[config.mk]
export PLATFORM = sky130hd
export DESIGN_NAME = cycle_sequencer
export DESIGN_NICKNAME = d
export VERILOG_FILES = /design/src/rtl/seq_pkg.sv /design/src/rtl/seq_wait_counter.sv /design/src/rtl/cycle_sequencer.sv
export SDC_FILE = /design/constraint.sdc
export NUM_CORES = 1
export LEC_CHECK = 0
export CELL_PAD_IN_SITES_DETAIL_PLACEMENT = 1
export CELL_PAD_IN_SITES_GLOBAL_PLACEMENT = 1
export CORE_ASPECT_RATIO = 0.9
export CORE_MARGIN = 1.5
export CORE_UTILIZATION = 34
export CTS_CLUSTER_SIZE = 12
export DETAILED_ROUTE_END_ITERATION = 16
export PLACE_DENSITY_LB_ADDON = 0.1
export SETUP_SLACK_MARGIN = 0.4
export SLEW_MARGIN = 20
export SYNTH_ARGS = -nofsm -noshare
export SYNTH_HDL_FRONTEND = slang
export SYNTH_SLANG_ARGS = --single-unit
[constraint.sdc]
create_clock -name clock -period 3.6 [get_ports clock]
set_input_delay 0.36 -clock clock [delete_from_list [all_inputs] [get_ports clock]]
set_output_delay 0.36 -clock clock [all_outputs]
set_load 0.05 [all_outputs]
[src/rtl/seq_pkg.sv]
// seq_pkg: shared types and constants for cycle_sequencer.
// Opcodes match the RV32I base decoder.
package seq_pkg;

  localparam int CNT_W = 8;

  // FAULT is held by the sticky fault flag; the 3-bit code
  // has room for only eight values.
  typedef enum logic [2:0] {
    S_IDLE     = 3'd0,
    S_FETCH    = 3'd1,
    S_DECODE   = 3'd2,
    S_EXEC     = 3'd3,
    S_MEM      = 3'd4,
    S_WAIT_MUL = 3'd5,
    S_WAIT_IO  = 3'd6,
    S_WB       = 3'd7
  } state_e;

  localparam logic [6:0] OP_LUI    = 7'b0110111;
  localparam logic [6:0] OP_AUIPC  = 7'b0010111;
  localparam logic [6:0] OP_JAL    = 7'b1101111;
  localparam logic [6:0] OP_JALR   = 7'b1100111;
  localparam logic [6:0] OP_BRANCH = 7'b1100011;
  localparam logic [6:0] OP_LOAD   = 7'b0000011;
  localparam logic [6:0] OP_STORE  = 7'b0100011;
  localparam logic [6:0] OP_IMM    = 7'b0010011;
  localparam logic [6:0] OP_OP     = 7'b0110011;

  // Load value so that done rises after exactly n cycles.
  function automatic logic [CNT_W-1:0] cnt_load(input int n);
    return CNT_W'(n - 1);
  endfunction

endpackage

[src/rtl/seq_wait_counter.sv]
// seq_wait_counter: loadable down-counter with a done flag,
// shared by the RAM read hold and the multiply timeout.
module seq_wait_counter
  import seq_pkg::*;
(
  input  logic             clk_i,
  input  logic             rst_i,
  input  logic             load_i,
  input  logic [CNT_W-1:0] val_i,
  input  logic             dec_i,
  output logic [CNT_W-1:0] cnt_o,
  output logic             done_o
);

  logic [CNT_W-1:0] cnt_q;
  logic [CNT_W-1:0] cnt_d;

  // Load wins over decrement; the count saturates at zero.
  always_comb begin
    cnt_d = cnt_q;
    if (load_i) begin
      cnt_d = val_i;
    end else if (dec_i && cnt_q != '0) begin
      cnt_d = cnt_q - 1'b1;
    end
  end

  // Count register.
  always_ff @(posedge clk_i) begin
    if (rst_i) cnt_q <= '0;
    else       cnt_q <= cnt_d;
  end

  assign cnt_o  = cnt_q;
  assign done_o = (cnt_q == '0);

endmodule

[src/rtl/cycle_sequencer.sv]
// cycle_sequencer: multicycle control FSM for the core.
// SEQ_PERF_CNT_EN adds cycleCnt/instretCnt outputs.
module cycle_sequencer
  import seq_pkg::*;
#(
  parameter int RAM_RD_LAT  = 1,
  parameter int MUL_TIMEOUT = 32
) (
  input  logic        clock,
  input  logic        reset,
  input  logic        halt,
  input  logic [6:0]  opcode,
  input  logic        regw,
  input  logic        ramR,
  input  logic        ramW,
  input  logic        mulEn,
  input  logic        inputbool,
  input  logic        outputbool,
  input  logic        illegal,
  input  logic        mulDone,
  input  logic        adcValid,
  input  logic        dacReady,
  output logic        irEn,
  output logic        pcEn,
  output logic        regwEn,
  output logic        ramRdEn,
  output logic        ramWrEn,
  output logic        mulStart,
  output logic        adcAck,
  output logic        dacValid,
  output logic        fault,
  output logic [2:0]  state
`ifdef SEQ_PERF_CNT_EN
  ,
  output logic [31:0] cycleCnt,
  output logic [31:0] instretCnt
`endif
);

  localparam logic [CNT_W-1:0] RD_LOAD  = cnt_load(RAM_RD_LAT);
  localparam logic [CNT_W-1:0] MUL_LOAD = cnt_load(MUL_TIMEOUT);

  state_e           state_q, state_d;
  logic             fault_q, fault_d;
  logic             cnt_ld, cnt_dec, cnt_done;
  logic [CNT_W-1:0] cnt_val, cnt;

  // Opcode is decoded upstream; kept on the port for debug.
  logic unused_opcode;
  assign unused_opcode = ^opcode;

  seq_wait_counter u_cnt (
    .clk_i  (clock),
    .rst_i  (reset),
    .load_i (cnt_ld),
    .val_i  (cnt_val),
    .dec_i  (cnt_dec),
    .cnt_o  (cnt),
    .done_o (cnt_done)
  );

  // State and sticky fault registers.
  always_ff @(posedge clock) begin
    if (reset) begin
      state_q <= S_IDLE;
      fault_q <= 1'b0;
    end else begin
      state_q <= state_d;
      fault_q <= fault_d;
    end
  end

  // Next state and strobes; a set fault freezes everything.
  always_comb begin
    state_d  = state_q;
    fault_d  = fault_q;
    irEn     = 1'b0;
    pcEn     = 1'b0;
    regwEn   = 1'b0;
    ramRdEn  = 1'b0;
    ramWrEn  = 1'b0;
    mulStart = 1'b0;
    adcAck   = 1'b0;
    dacValid = 1'b0;
    cnt_ld   = 1'b0;
    cnt_val  = '0;
    cnt_dec  = 1'b0;
    if (!fault_q) begin
      unique case (state_q)
        S_IDLE: begin
          if (!halt) state_d = S_FETCH;
        end
        S_FETCH: begin
          irEn    = 1'b1;
          state_d = S_DECODE;
        end
        S_DECODE: begin
          if (illegal) begin
            fault_d = 1'b1;
            state_d = S_IDLE;
          end else begin
            state_d = S_EXEC;
          end
        end
        S_EXEC: begin
          if (mulEn) begin
            mulStart = 1'b1;
            cnt_ld   = 1'b1;
            cnt_val  = MUL_LOAD;
            state_d  = S_WAIT_MUL;
          end else if (ramR || ramW) begin
            cnt_ld  = 1'b1;
            cnt_val = RD_LOAD;
            state_d = S_MEM;
          end else if (inputbool || outputbool) begin
            state_d = S_WAIT_IO;
          end else begin
            state_d = S_WB;
          end
        end
        S_MEM: begin
          if (ramW) begin
            ramWrEn = 1'b1;
            pcEn    = 1'b1;
            state_d = S_FETCH;
          end else begin
            ramRdEn = ramR && (cnt == RD_LOAD);
            if (cnt_done) state_d = S_WB;
            else          cnt_dec = 1'b1;
          end
        end
        S_WAIT_MUL: begin
          if (mulDone) begin
            state_d = S_WB;
          end else if (cnt_done) begin
            fault_d = 1'b1;
            state_d = S_IDLE;
          end else begin
            cnt_dec = 1'b1;
          end
        end
        S_WAIT_IO: begin
          if (inputbool) begin
            if (adcValid) begin
              adcAck  = 1'b1;
              state_d = S_WB;
            end
          end else begin
            dacValid = 1'b1;
            if (dacReady) begin
              pcEn    = 1'b1;
              state_d = S_FETCH;
            end
          end
        end
        S_WB: begin
          regwEn  = regw;
          pcEn    = 1'b1;
          state_d = halt ? S_IDLE : S_FETCH;
        end
        default: state_d = S_IDLE;
      endcase
    end
  end

  assign fault = fault_q;
  assign state = state_q;

`ifdef SEQ_PERF_CNT_EN
  logic [31:0] cyc_q, ret_q;

  // Busy-cycle and retired-instruction counters.
  always_ff @(posedge clock) begin
    if (reset) begin
      cyc_q <= '0;
      ret_q <= '0;
    end else begin
      if (state_q != S_IDLE && !fault_q) cyc_q <= cyc_q + 1'b1;
      if (pcEn) ret_q <= ret_q + 1'b1;
    end
  end

  assign cycleCnt   = cyc_q;
  assign instretCnt = ret_q;
`endif

endmodule

==> results.md <==
| Stage | Item | Value |
|---|---|---|
| outcome | Outcome | finished clean |
| yosys | Unique cell type count in the Yosys netlist | 44 |
| yosys | Cell area after synthesis | 947 sq um |
| flow run | # Max-Cap Violations | 0 |
| yosys | Synthesized Nets | 149 |
| drt | Post-detailed-route via-to-cell ratio | 6.16 |
| final layout | Layout overhead on the synthesized area | 29.5% |
| clock tree | CTS H-Tree Depth | 1 |
| place | Cells after DPL | 173 |
| final layout | Nets | 172 |
| timing | Final period demand of the worst path | 2.91 ns |
| clock tree | Post-CTS Resized | 0 |
| power | Worst IR Drop VDD | 0.000287 V |
| yosys | Portion of the post-synthesis area used by sequential elements | 25.4% |
| drt | Routed wire length per instance | 16.9 um |
| timing | Final count of negative-setup-slack endpoints | 0 |
| yosys | Avg Synthesized Cell Area | 7.46 sq um |
| setup path | Critical path fanouts, max | 6 |
| drt | Remaining design rule violation count | 0 |
| setup path | Worst path required time | 3.24 ns |
| power | Total power | 0.000805 W |
| setup path | Slowest cell on the critical path | clkdlybuf4s50_1 |
| global route | Antenna violations before repair | 0 |
| final layout | Fraction of the core area covered by cells at the end of the flow | 48.0% |
| power | Cell Int Power | 0.000387 W |
| timing | Unrepaired setup endpoints after global routing | false |
| drt | DRC marker count from the first detailed-route iteration | 17 |
| final layout | Number of antenna repair diodes | 0 |
| timing | Final number of max-transition violations | 0 |
| clock tree | Clock edge transition at the registers on the reported setup and hold paths | 0.07 ns |
| global route | Maximum number of pins on one net before global-route repair | 18 |
| floorplan | Number of cell rows | 17 |
| yosys | FFs w/ async S/R, synth | 0% |
| setup path | Worst Setup Start Kind | flip-flop |
| power | Part of the power in the clock network | 9.9% |
| drt | Vias | 1084 |
| drt | Number of nets still failing antenna checks after routing | 0 |
| timing | Remaining max-slew budget at the tightest pin | 50.0% |
| timing | Total negative slack | 0 ns |
| clock tree | Post-CTS setup repair buffer count | 0 |
| final layout | Fraction of layout cells with a size suffix above 1 | 6.08% |
| yosys | Total number of yosys warnings | 0 |
| clock tree | Skew-Pair Late Insertion Delay | 0.27 ns |
| power | Pwr Density | 657 mW/mm^2 |
| setup path | Critical Path End Type | output pin |
| final layout | Fillcell total | 327 |
| timing | Hold violation total from the final report | 0 |
| timing | Worst hold margin | 0.508 ns |
| clock tree | CTS sink cnt | 12 |
| floorplan | Full die area | 0.00311 sq mm |
| clock tree | CTS Buffer Depth | 2 |
| power | Register share of total power | 30.5% |
| setup path | Arr. time, crit path | 2.55 ns |
| place | DPL Wire Length | 2340 um |
| floorplan | Horizontal die dimension | 58.6 um |
| global route | Global-route wire length before repair | 5170 um |
| worst hold path | Hold Crit Class | reg2reg |
| clock tree | Clock tree from TritonCTS | done |
| place | IO buf count | 24 |
| setup path | Critical path, cell by cell | inv_1 -> ha_1 -> nor3b_1 -> nand2_1 -> nor2_1 -> clkdlybuf4s50_1 |
| timing | Slew at the pin closest to its max-slew limit | 0.748 ns |
| global route | Congestion Overflow GR | 0 |
| floorplan | Boundary Pins | 32 |
| drt | Detailed Routing Iterations Pass 1 | 4 |
| final layout | Count of placed standard cells in the final layout, fillers left out | 176 |
| setup path | R2R cell count | 4 |
| power | Leak pwr | 0.456 nW |
| clock tree | Cell at the root of the clock tree | clkbuf_4 |
| timing | Worst clock skew | 0.00198 ns |
| global route | Global Route Usage Sum | 22.1% |
| setup path | Worst setup path category | reg2out |
| floorplan | Starting density of the core | 37.1% |
| clock tree | # hold bufs at CTS | 0 |
| setup path | Biggest cell delay along the critical path | 0.81 ns |
| global route | Number of global-route vias before repair | 1072 |
| floorplan | Vert. Die Dim | 53.1 um |
| power | Net switching power | 0.000418 W |
| timing | Timing-limited maximum frequency | 344 MHz |
| clock tree | Number of clock buffers inserted by TritonCTS | 3 |
| floorplan | Placeable core region | 0.00255 sq mm |
| drt | Total wire length after detailed routing | 2980 um |
| yosys | Number of enable flip-flop cells after synthesis | 0 |
| yosys | Syn Inst Count | 127 |
| place | Routability cong. | 0.811 |
| yosys | Flops & latches, synth | 12 |
| power | Fraction of power consumed by combinational cells | 59.6% |
| power | Switching Fraction | 51.9% |
| timing | Share of the clock period used by the worst path | 80.7% |
| yosys | Flip-flop cell with the highest count after synthesis | dfxtp_1 |
| worst hold path | Worst Hold Depth | 2 |
-- worst paths after layout --
| kind | slack, ns | to | startpoint |
|---|---|---|---|
| min reg2reg | 0.51 | u_cnt.cnt_o[5] | u_cnt.cnt_o[5] |
| max reg2reg | 1.37 | u_cnt.cnt_o[6] | state[0] |
| min | 0.51 | u_cnt.cnt_o[5] | u_cnt.cnt_o[5] |
| max | 0.69 | ramRdEn | u_cnt.cnt_o[0] |
-- per-layer routing --
metal / up-vias / wire [um] / track usage (%)
met3: 4 / 148 / 4.65
met5: - / 0 / 0
met1: 510 / 1440 / 31.0
li1: 539 / - / -
met4: 0 / 24 / 4.92
met2: 31 / 1370 / 34.8
-- kinds of logic (layout without fill, tap and decap cells) --
group | count (synthesis) | in the layout | share of synthesized area [%]
AND/OR/NAND/NOR | 57 | 57 | 34.5
AO/OA/AOI/OAI | 42 | 42 | 30.5
buffers and inverters | 13 | 34 | 5.42
flip-flops | 12 | 12 | 25.4
adder cells (fa/ha/maj) | 2 | 2 | 2.64
multiplexers | 1 | 1 | 1.58
-- final cells by class --
| cell class | instances | area, sq um | share of cell area [%] |
|---|---|---|---|
| clock buffer | 3 | 22.5 | 1.84 |
| inverter | 7 | 26.3 | 2.14 |
| multi-input combinational | 102 | 662 | 54.0 |
| sequential | 12 | 240 | 19.6 |
| tap | 28 | 35.0 | 2.86 |
| timing repair buffer | 24 | 240 | 19.6 |
-- power groups by stage --
stage	registers [W]	clock network, W	logic (W)
after floorplan	0.000248	0	0.000332
after global placement	0.000248	0	0.000462
after detailed placement	0.000248	0	0.000476
after CTS	0.000244	0.0000835	0.000481
after global routing	0.000258	0.0000888	0.000532
final	0.000245	0.0000797	0.000480
-- flip-flops by register name (all words and copies together) (netlist names) --
signal and count:
u_cnt.cnt_o 8, state 3, fault 1
-- cells in the final DEF (no fill, tap or decap), types with 2 or more instances in the layout --
cell type	count
nand2_1	10
clkdlybuf4s50_1	24
nor2_1	10
o21ai_0	8
nor3_1	7
nor2b_1	2
ha_1	2
nand4_1	2
dfxtp_1	12
a2111oi_2	2
nor4b_1	2
and3_1	4
a311oi_1	2
a31oi_1	4
nand2b_1	4
o31ai_1	3
clkbuf_4	3
or4_1	4
nor3b_1	2
inv_1	7
a21oi_1	11
o211a_1	3
-- synthesized netlist by cell type (3+ instances only) --
cell | n | area share, %
a21oi_1 | 11 | 5.8
a31oi_1 | 4 | 2.6
and3_1 | 4 | 2.6
clkbuf_1 | 3 | 1.2
dfxtp_1 | 12 | 25
inv_1 | 7 | 2.8
nand2_1 | 10 | 4.0
nand2b_1 | 4 | 2.6
nor2_1 | 10 | 4.0
nor3_1 | 7 | 3.7
o211a_1 | 3 | 3.2
o21ai_0 | 8 | 4.2
o31ai_1 | 3 | 2.4
or4_1 | 4 | 3.2
-- worst max-delay path, delay by kind of cell (launching register included) --
family	cells	cell delay (ns)
fa+ha+maj	1	0.16
buf+inv	2	0.92
flops	1	0.37
simple gates	3	0.85
-- per-stage QoR --
step           setup WS, ns  instance area (sq um)
2_1_floorplan          1.01                    953
3_3_place_gp          0.958                   1200
3_5_place_dp          0.875                   1200
4_1_cts               0.677                   1230
5_1_grt               0.537                   1230
6_report              0.693                   1230
(Power assumes the default switching activity.)
